## config.mk

```make
export PLATFORM = sky130hd
export DESIGN_NAME = adc_capture_buffer_flat
export DESIGN_NICKNAME = d
export VERILOG_FILES = /design/src/rtl/adc_pkg.sv /design/src/rtl/adc_capture_buffer_if.sv /design/src/rtl/capture_ram.sv /design/src/rtl/adc_capture_buffer.sv /design/src/flat_wrapper.sv
export SDC_FILE = /design/constraint.sdc
export NUM_CORES = 2
export LEC_CHECK = 0
export BUFFER_PORTS_ARGS = -buffer_cell sky130_fd_sc_hd__buf_2
export CAP_MARGIN = 10
export CELL_PAD_IN_SITES_DETAIL_PLACEMENT = 1
export CELL_PAD_IN_SITES_GLOBAL_PLACEMENT = 2
export CORE_MARGIN = 1
export CORE_UTILIZATION = 46
export DETAILED_ROUTE_END_ITERATION = 8
export PLACE_DENSITY_LB_ADDON = 0.12
export SYNTH_ARGS = -nofsm -noshare
export SYNTH_HDL_FRONTEND = slang
export SYNTH_SLANG_ARGS = --single-unit
```

## constraint.sdc

```tcl
create_clock -name clk -period 3.18 [get_ports clk]
set_clock_uncertainty 0.1 [all_clocks]
set_input_delay 0 -clock clk [delete_from_list [all_inputs] [get_ports clk]]
set_output_delay 0 -clock clk [all_outputs]
set_load 0.005 [all_outputs]
```

## src/rtl/adc_pkg.sv

```systemverilog
// Shared types for the ADC capture buffer.
// One-hot FSM encoding and the default sample width.
package adc_pkg;

  localparam int DATA_W = 16;

  typedef enum logic [4:0] {
    S_IDLE  = 5'b00001,
    S_PRE   = 5'b00010,
    S_ARMED = 5'b00100,
    S_POST  = 5'b01000,
    S_READ  = 5'b10000
  } state_t;

endpackage

```

## src/rtl/adc_capture_buffer_if.sv

```systemverilog
// Readout stream of the ADC capture buffer.
// valid/ready handshake with an end-of-window marker.
interface adc_capture_buffer_if #(
  parameter int DATA_W = adc_pkg::DATA_W
);

  logic [DATA_W-1:0] out_data;
  logic              out_valid;
  logic              out_ready;
  logic              out_last;

  modport master (
    output out_data,
    output out_valid,
    output out_last,
    input  out_ready
  );

  modport slave (
    input  out_data,
    input  out_valid,
    input  out_last,
    output out_ready
  );

endinterface

```

## src/rtl/capture_ram.sv

```systemverilog
// Simple dual-port sample store, one write port and
// a registered read port with one cycle of latency.
module capture_ram #(
  parameter int ADDR_W = 8,
  parameter int DATA_W = 16
) (
  input  logic              clk,
  input  logic              we,
  input  logic [ADDR_W-1:0] wa,
  input  logic [DATA_W-1:0] wd,
  input  logic              re,
  input  logic [ADDR_W-1:0] ra,
  output logic [DATA_W-1:0] rq
);

  logic [DATA_W-1:0] mem [1 << ADDR_W];

  always_ff @(posedge clk) begin
    if (we) mem[wa] <= wd;
    if (re) rq <= mem[ra];
  end

endmodule

```

## src/rtl/adc_capture_buffer.sv

```systemverilog
// Triggered capture of ADC samples into a circular buffer,
// then readout of the frozen window over a valid/ready stream.
module adc_capture_buffer
  import adc_pkg::*;
#(
  parameter int ADDR_W   = 8,
  parameter int DATA_W   = adc_pkg::DATA_W,
  parameter int PRE_TRIG = 32
) (
  input  logic              clk,
  input  logic              rst,
  input  logic [DATA_W-1:0] in_data,
  input  logic              in_valid,
  input  logic              arm,
  input  logic              abort,
  input  logic              force_trig,
  input  logic [DATA_W-1:0] trig_level,
  input  logic              trig_falling,
  adc_capture_buffer_if.master out_bus,
  output logic              busy,
  output logic              triggered
);

  localparam int CW = ADDR_W + 1;
  localparam int DEPTH = 1 << ADDR_W;
  localparam logic [ADDR_W-1:0] PRE_A = ADDR_W'(PRE_TRIG);
  localparam logic [CW-1:0] PRE_N = CW'(PRE_TRIG);
  localparam logic [CW-1:0] POST_N = CW'(DEPTH - PRE_TRIG);
  localparam logic [CW-1:0] LAST_N = CW'(DEPTH - 1);
  localparam logic [CW-1:0] DEPTH_N = CW'(DEPTH);
  localparam logic [CW-1:0] ONE_N = CW'(1);

  state_t state;

  logic [ADDR_W-1:0] wr_ptr;
  logic [ADDR_W-1:0] rd_ptr;
  logic [ADDR_W-1:0] trig_ptr;
  logic [CW-1:0]     cnt;
  logic [CW-1:0]     cnt_inc;
  logic [CW-1:0]     rd_cnt;
  logic [DATA_W-1:0] lvl;
  logic [DATA_W-1:0] prev;
  logic [DATA_W-1:0] q;
  logic [DATA_W-1:0] skid;
  logic              fall;
  logic              prev_ok;
  logic              hit;
  logic              we;
  logic              rd_en;
  logic              q_vld;
  logic              q_last;
  logic              tag_last;
  logic              skid_vld;
  logic              skid_last;
  logic              pop;
  logic              load_out;
  logic [1:0]        occ;

  assign we = in_valid &&
              (state inside {S_PRE, S_ARMED, S_POST});
  assign cnt_inc = cnt + 1'b1;

  assign hit = force_trig || (prev_ok && (fall ?
               (prev > lvl && in_data <= lvl) :
               (prev < lvl && in_data >= lvl)));

  assign pop = out_bus.out_valid && out_bus.out_ready;
  assign load_out = !out_bus.out_valid || pop;

  // words held in out reg, skid reg and the RAM read stage
  assign occ = {1'b0, out_bus.out_valid} +
               {1'b0, skid_vld} + {1'b0, q_vld};

  assign rd_en = (state == S_READ) &&
                 (rd_cnt != DEPTH_N) &&
                 ((occ - {1'b0, pop}) < 2'd2);

  assign tag_last = (rd_cnt == LAST_N);
  assign busy = (state != S_IDLE);

  capture_ram #(
    .ADDR_W (ADDR_W),
    .DATA_W (DATA_W)
  ) u_ram (
    .clk (clk),
    .we  (we),
    .wa  (wr_ptr),
    .wd  (in_data),
    .re  (rd_en),
    .ra  (rd_ptr),
    .rq  (q)
  );

  always_ff @(posedge clk) begin
    if (rst || abort) begin
      state     <= S_IDLE;
      wr_ptr    <= '0;
      rd_ptr    <= '0;
      trig_ptr  <= '0;
      cnt       <= '0;
      rd_cnt    <= '0;
      lvl       <= '0;
      prev      <= '0;
      fall      <= 1'b0;
      prev_ok   <= 1'b0;
      triggered <= 1'b0;
    end else begin
      if (we) begin
        wr_ptr  <= wr_ptr + 1'b1;
        prev    <= in_data;
        prev_ok <= 1'b1;
      end
      unique case (state)
        S_IDLE: begin
          if (arm) begin
            state   <= (PRE_TRIG == 0) ? S_ARMED : S_PRE;
            cnt     <= '0;
            lvl     <= trig_level;
            fall    <= trig_falling;
            prev_ok <= 1'b0;
          end
        end
        S_PRE: begin
          if (we) begin
            cnt <= cnt_inc;
            if (cnt_inc == PRE_N) state <= S_ARMED;
          end
        end
        S_ARMED: begin
          if (we && hit) begin
            trig_ptr  <= wr_ptr;
            cnt       <= ONE_N;
            triggered <= 1'b1;
            if (POST_N == ONE_N) begin
              state  <= S_READ;
              rd_ptr <= wr_ptr - PRE_A;
              rd_cnt <= '0;
            end else begin
              state <= S_POST;
            end
          end
        end
        S_POST: begin
          if (we) begin
            cnt <= cnt_inc;
            if (cnt_inc == POST_N) begin
              state  <= S_READ;
              rd_ptr <= trig_ptr - PRE_A;
              rd_cnt <= '0;
            end
          end
        end
        S_READ: begin
          if (rd_en) begin
            rd_ptr <= rd_ptr + 1'b1;
            rd_cnt <= rd_cnt + 1'b1;
          end
          if (pop && out_bus.out_last) begin
            state     <= S_IDLE;
            triggered <= 1'b0;
          end
        end
        default: state <= S_IDLE;
      endcase
    end
  end

  // out reg refills from skid first so order is kept
  always_ff @(posedge clk) begin
    if (rst || abort) begin
      q_vld             <= 1'b0;
      q_last            <= 1'b0;
      skid_vld          <= 1'b0;
      skid_last         <= 1'b0;
      skid              <= '0;
      out_bus.out_data  <= '0;
      out_bus.out_valid <= 1'b0;
      out_bus.out_last  <= 1'b0;
    end else begin
      q_vld  <= rd_en;
      q_last <= rd_en && tag_last;
      if (load_out) begin
        if (skid_vld) begin
          out_bus.out_data  <= skid;
          out_bus.out_last  <= skid_last;
          out_bus.out_valid <= 1'b1;
          skid_vld          <= q_vld;
          skid              <= q;
          skid_last         <= q_last;
        end else if (q_vld) begin
          out_bus.out_data  <= q;
          out_bus.out_last  <= q_last;
          out_bus.out_valid <= 1'b1;
        end else begin
          out_bus.out_valid <= 1'b0;
          out_bus.out_last  <= 1'b0;
        end
      end else if (q_vld) begin
        skid      <= q;
        skid_last <= q_last;
        skid_vld  <= 1'b1;
      end
    end
  end

endmodule
```

## src/flat_wrapper.sv

```systemverilog
// flat-port wrapper written by rule: the top's interface ports become plain ports
module adc_capture_buffer_flat import adc_pkg::*;
#(
  parameter int ADDR_W   = 8,
  parameter int DATA_W   = adc_pkg::DATA_W,
  parameter int PRE_TRIG = 32
)
  (clk, rst, in_data, in_valid, arm, abort, force_trig, trig_level, trig_falling, busy, triggered, out_bus_out_data, out_bus_out_valid, out_bus_out_last, out_bus_out_ready);
  adc_capture_buffer_if #(.DATA_W(DATA_W)) out_bus_i ();
  input  logic clk;
  input  logic rst;
  input  logic [DATA_W-1:0] in_data;
  input  logic in_valid;
  input  logic arm;
  input  logic abort;
  input  logic force_trig;
  input  logic [DATA_W-1:0] trig_level;
  input  logic trig_falling;
  output logic busy;
  output logic triggered;
  output wire logic [$bits(out_bus_i.out_data)-1:0] out_bus_out_data;
  output wire logic [$bits(out_bus_i.out_valid)-1:0] out_bus_out_valid;
  output wire logic [$bits(out_bus_i.out_last)-1:0] out_bus_out_last;
  input wire logic [$bits(out_bus_i.out_ready)-1:0] out_bus_out_ready;
  assign out_bus_out_data = out_bus_i.out_data;
  assign out_bus_out_valid = out_bus_i.out_valid;
  assign out_bus_out_last = out_bus_i.out_last;
  assign out_bus_i.out_ready = out_bus_out_ready;
  adc_capture_buffer #(.ADDR_W(ADDR_W), .DATA_W(DATA_W), .PRE_TRIG(PRE_TRIG)) u_core (.clk(clk), .rst(rst), .in_data(in_data), .in_valid(in_valid), .arm(arm), .abort(abort), .force_trig(force_trig), .trig_level(trig_level), .trig_falling(trig_falling), .out_bus(out_bus_i), .busy(busy), .triggered(triggered));
endmodule
```

-- After elaboration in Yosys (flattened, before gate mapping)
Memories as Yosys holds them, arrays and structs flattened. A register that Yosys moved wholly into a read port is not among the register bits.
Index checks and enable logic that the tools add are counted.
- input bits: 40
- flip-flop bits (word level): 120
- output and inout port bits: 20
- memory bits (writable): 4096
- memories kept: 1
- equality and inequality tests: 20
- magnitude comparators: 5
- multiplexer cells: 43
- reductions and logical operators: 29
- $add $sub $neg: 8
- memory list (memory ; words ; width ; rd ports ; clocked after memory_dff ; wr ports ; line ; text):
    u_core.u_ram.mem ; 256 ; 16 ; 1 ; 1 ; 1 ; capture_ram.sv:16 ; logic [DATA_W-1:0] mem [1 << ADDR_W];
- operators by type and width (operator ; number):
    16-bit two-way mux ; 4
    9-bit two-way mux ; 6
    5-bit two-way mux ; 7
    9-bit case mux with 3 select lines ; 1
    5-bit case mux with 5 select lines ; 1
    8-bit two-way mux ; 3
    9-bit by 1-bit adder with 9-bit output (second input constant) ; 2
    9-bit by 8-bit equality test with 1-bit output (second input constant) ; 2
    1-bit two-way mux ; 18
    9-bit case mux with 2 select lines ; 1
    8-bit by 1-bit adder with 8-bit output (second input constant) ; 2
    16-bit >= comparator ; 1
    16-bit greater-than comparator ; 1
    16-bit <= comparator ; 1
    16-bit < comparator ; 1
    8-bit case mux with 2 select lines ; 1
    1-bit logical AND ; 10
    2-bit by 1-bit inequality test with 1-bit output (second input constant) ; 5
    2-bit inequality test (second input constant) ; 5
    9-bit by 6-bit equality test with 1-bit output (second input constant) ; 1
    9-bit inequality test (second input constant) ; 1
    2-bit AND reduction ; 4
    4-bit AND reduction ; 2
    2-bit nonzero test ; 4
    18 further kinds ; 21

-- Longest topological paths before layout
- word-level depth: 8
- mapped depth: 13
- mapped depth without buffers: 12

-- Modules after synthesis
From an unflattened synthesis, not the netlist that was laid out.
- cells, all modules: 8080
- area total of the unflattened synthesis: 164948.2 sq um
- modules (own cells, without submodules) (module ; instances ; sequential area each (sq um) ; cells an instance ; area each (sq um)):
    capture_ram ; 1 ; 123478.4 ; 7360 ; 158874.9
    adc_capture_buffer ; 1 ; 2402.3 ; 720 ; 6073.3

-- Least setup slack after synthesis
No wires, ideal clock.
- path type: register to register
- start point: register u_core.state[1]
- end point: memory u_core.u_ram.mem[223][0] (enable)
- clock period less this slack: 3.115 ns
- required time: 2.692 ns
- cell stages (with the launch flop): 10
- data arrival time: 2.626 ns
- slack: 0.065 ns
- buffers on the path: 3
- path through: dfxtp_1 -> xnor2_1 -> or4_1 -> buf_2 -> a21boi_2 -> and3_1 -> buf_2 -> nand2_1 -> clkbuf_1 -> nor2_1
- longest elaborated chain between the ends: 5
- elaborated cells between the ends (all ways): 7
- classes of those cells: 3 x eq/ne; 2 x mux; 2 x reduce/logical
- ends and longest elaborated chain (item ; line ; text):
    start: declaration ; adc_capture_buffer.sv:33 ; state_t state;
    start signal: assignment ; adc_capture_buffer.sv:116 ; state <= (PRE_TRIG == 0) ? S_ARMED : S_PRE;
    5-bit by 2-bit equality test with 1-bit output (tied with other cells) ; adc_capture_buffer.sv:60 ; (state inside {S_PRE, S_ARMED, S_POST});
    3-bit nonzero test (*) ; adc_capture_buffer.sv:60 ;
    1-bit logical AND (*) ; adc_capture_buffer.sv:59 ; assign we = in_valid &&
    1-bit two-way mux (*) ; capture_ram.sv:19 ; if (we) mem[wa] <= wd;
    1-bit two-way mux (implied by the code) (*) ; capture_ram.sv:19 ;
    end: declaration ; capture_ram.sv:16 ;
Mark *: on every way between the ends. The rest lies on a longest branch, timed or not.

==> results.md <==
* Status: finished with violations
* Failing checks: negative setup slack
* RSZ-0062 raised after global routing: true
* Hold Crit Class: in2reg
* Synth cell types at 68
* Worst hold slack at 0.07694 ns
* Pins Over Slew Limit at 0
* Cells after Synth at 7420
* Seq/Total Area, Yosys at 0.7750
* Synth Area per Inst at 21.89 um2
* Commonest non-fill, non-tap cell in the layout: edfxtp_1
* Root buffer cell: clkbuf_16
* Post-layout minimum cycle time at 3.442 ns
* Final period util at 1.082
* Crit Path Class: reg2reg
* HPWL after detailed placement at 319600 um
* DR vias/cell at 6.248
* Crit-path max FO at 8
* Vias in the first global route at 87590
* Post-synth ARST share at 0
* Initial antenna violation count at 48
* Syn nets at 7505
* Maximum clock frequency at 290.5 MHz
* Pwr dens at 571.6 mW/mm2
* DRC viols at 0
* Peak VDD IR at 446.4 uV
* Worst-Skew Late Latency at 0.98 ns
* Reg2Reg Setup Slack at -0.26 ns
* Die Ht at 596.2 um
* Worst Max-Slew Pin Slew at 1.331 ns
* Initial Util at 0.4637
* WL final at 513700 um
* Hold Vio Cnt, Final at 0
* Final setup fails at 16
* # H-tree levels at 5
* Port bufs at 59
* Final net count at 8893
* Overflow after GRT at 0
* Crit end category: register
* Reg-to-reg endpoint: u_core.u_ram.rq[15]
* Static leakage at 62.19 nW
* CTS tree: done
* R2R cell count at 12
* Share of cells above drive strength 1 at 0.3583
* Top cells by area, synth: edfxtp_1 (76%), mux4_2 (14%), dfxtp_1 (1.5%)
* Gpl congestion at 0.8633
* Setup crit end: u_core.u_ram.rq[15]
* Initial drt markers at 11410
* Fin worst setup slack at -0.2618 ns
* FF-to-FF Start: u_core.rd_ptr[0]
* Core Box Area at 0.3502 mm2
* Met2 Routed Length at 243400 um
* Largest area contributor in the netlist: edfxtp_1
* Req. time, crit path at 3.80 ns
* Std-Cell Rows at 217
* IO Pins at 60
* Share of the synthesized area in the top cell type at 0.7602
* Most frequent cells in the layout: edfxtp_1 (4112), mux4_2 (1042), buf_4 (792)
* First-pass iteration count of the detailed router at 5
* Largest net degree at the start of global routing at 149
* TritonCTS Sinks at 4232
* Wire length per cell at 37.27 um
* Max Buffers Root-to-Sink at 4
* Non-filler instance count after layout at 13780
* WP data arrival at 4.06 ns
* Cell Area, Synth at 0.1624 mm2
* Die area at 0.3555 mm2
* Reg clk slew, reported paths at 0.06 ns
* CTS Buf Count at 440
* Chip Width at 596.2 um
* WL met3 at 42780 um
* First-pass GRT wire length at 706500 um
* Number of flops mapped to enable cells by yosys at 4112
* Critical Path Source Type: register
* Synth Warn # at 0
* Placed Cells at 12760
* DRT antenna net count at 0
* Wl on met1 at 212300 um
* Top Layer Used: met5
* Synth Flop Type: edfxtp_1
* Max Cap Violations at 0
* Slew headroom at 0.1126
* Via count at 86100
* Global Route Usage Sum at 0.2864
* Synth-to-Final Area Change at 21.74%
* #FFs+latches synth at 4232
* Crit path launch: u_core.rd_ptr[0]
* Hold depth at 3
[repair_timing]
action / in CTS / in global routing
setup endpoints to repair: 21 / 362
buffers inserted: 52 / 52
gates cloned: 13 / 6
endpoints found under the hold margin: 2412 / 0
pin swaps: 49 / 49
hold buffers: 92 / 0
resized for setup: 253 / 183
[worst min path at each step]
stage / end / slack [ns] / startpoint
finish: u_core.u_ram.mem[191][2] / 0.08 / in_data[2]
global route: u_core.u_ram.mem[188][2] / 0.04 / in_data[2]
CTS: u_core.u_ram.mem[190][2] / 0.03 / in_data[2]
detailed placement: u_core.lvl[0] / 0.14 / trig_level[0]
global placement: u_core.lvl[11] / 0.13 / trig_level[11]
floorplan: u_core.u_ram.mem[0][0] / -0.001 / in_data[0]
[worst max-delay path, cell delays in order, from the launching register on]
cell	delay, ns
dfxtp_4	0.40
buf_12	0.17
buf_16	0.18
buf_12	0.18
buf_8	0.13
buf_6	0.12
mux4_2	0.49
mux4_2	0.55
mux2i_1	0.17
buf_4	0.21
nor3_4	0.05
nor4_2	0.28
a211oi_1	0.08
[Yosys cell counts (5+ instances only)]
master    number
edfxtp_1    4112
mux4_2      1042
nor2_1       382
clkbuf_1     194
a22oi_1      178
a21oi_1      129
mux2i_1      125
a22o_1       123
nand2_1      122
buf_2        120
dfxtp_1      120
a221oi_1     113
o21ai_0      104
buf_4         56
nand3_1       47
ha_1          45
o22ai_1       44
buf_6         39
nor3_1        39
buf_1         32
inv_1         32
a211oi_1      27
o31ai_1       15
nor4_1        14
nand2b_1      13
nand4_1       12
nor2b_1       12
o211ai_1      12
and3_1        11
a31oi_1        8
xor2_1         7
a211o_1        6
and2_1         6
o221ai_1       6
xnor2_1        6
nand3b_1       5
or2_2          5
or3_1          5
[power by group]
group	total (W)	internal (W)	switching [W]
clock	0.0503	0.0285	0.0218
combinational	0.00158	0.000279	0.00131
sequential	0.0611	0.0611	0.00000731
[flip-flops by register name, indices dropped and copies added, names as in the netlist, 5 cells and up]
signal,flops
u_core.wr_ptr,8
u_core.trig_ptr,8
u_core.rd_ptr,8
u_core.out_bus.out_data,16
u_core.prev,16
u_core.state,5
u_core.skid,16
u_core.cnt,9
u_core.lvl,16
u_core.rd_cnt,9
u_core.u_ram.mem,4096
u_core.u_ram.rq,16
[stage by stage]
step / worst slack [ns] / util / cell area [um2] / setup TNS [ns] / power, W
floorplan: 0.06511 / - / 162400 / 0 / 0.06245
global placement: -1.126 / 0.5120 / 179300 / -9.464 / 0.06367
detailed placement: -0.8857 / 0.5121 / 179300 / -9.185 / 0.06377
CTS: -0.2291 / 0.5605 / 196300 / -2.474 / 0.1138
global route: -0.2885 / 0.5645 / 197700 / -3.239 / 0.1156
finish: -0.2618 / 0.5645 / 197700 / -2.772 / 0.1130
[per-layer routing]
| layer | vias to the layer above | GRT usage |
|---|---|---|
| li1 | 34340 | - |
| met3 | 673 | 0.04806 |
| met4 | 10 | 0.08084 |
| met2 | 3873 | 0.4535 |
| met5 | - | 0.003516 |
| met1 | 47210 | 0.4136 |
[logic make-up after synthesis]
family,after synthesis,share of synthesized area
fa+ha+maj,45,0.003467
buf+inv,473,0.01495
simple gates,688,0.01833
compound gates,798,0.03506
xor+xnor,13,0.0007010
flops,4232,0.7750
mux,1171,0.1525
[cell type report]
class / instances / area (um2)
Timing Repair Buffer: 1387 / 16050
Sequential cell: 4232 / 125900
Fill cell: 29560 / 152500
Inverter: 32 / 121.4
Multi-Input combinational cell: 2715 / 36010
Antenna cell: 9 / 22.52
Clock inverter: 277 / 2359
Clock buffer: 530 / 11510
Tap cell: 4599 / 5754
(Power assumes the default switching activity.)
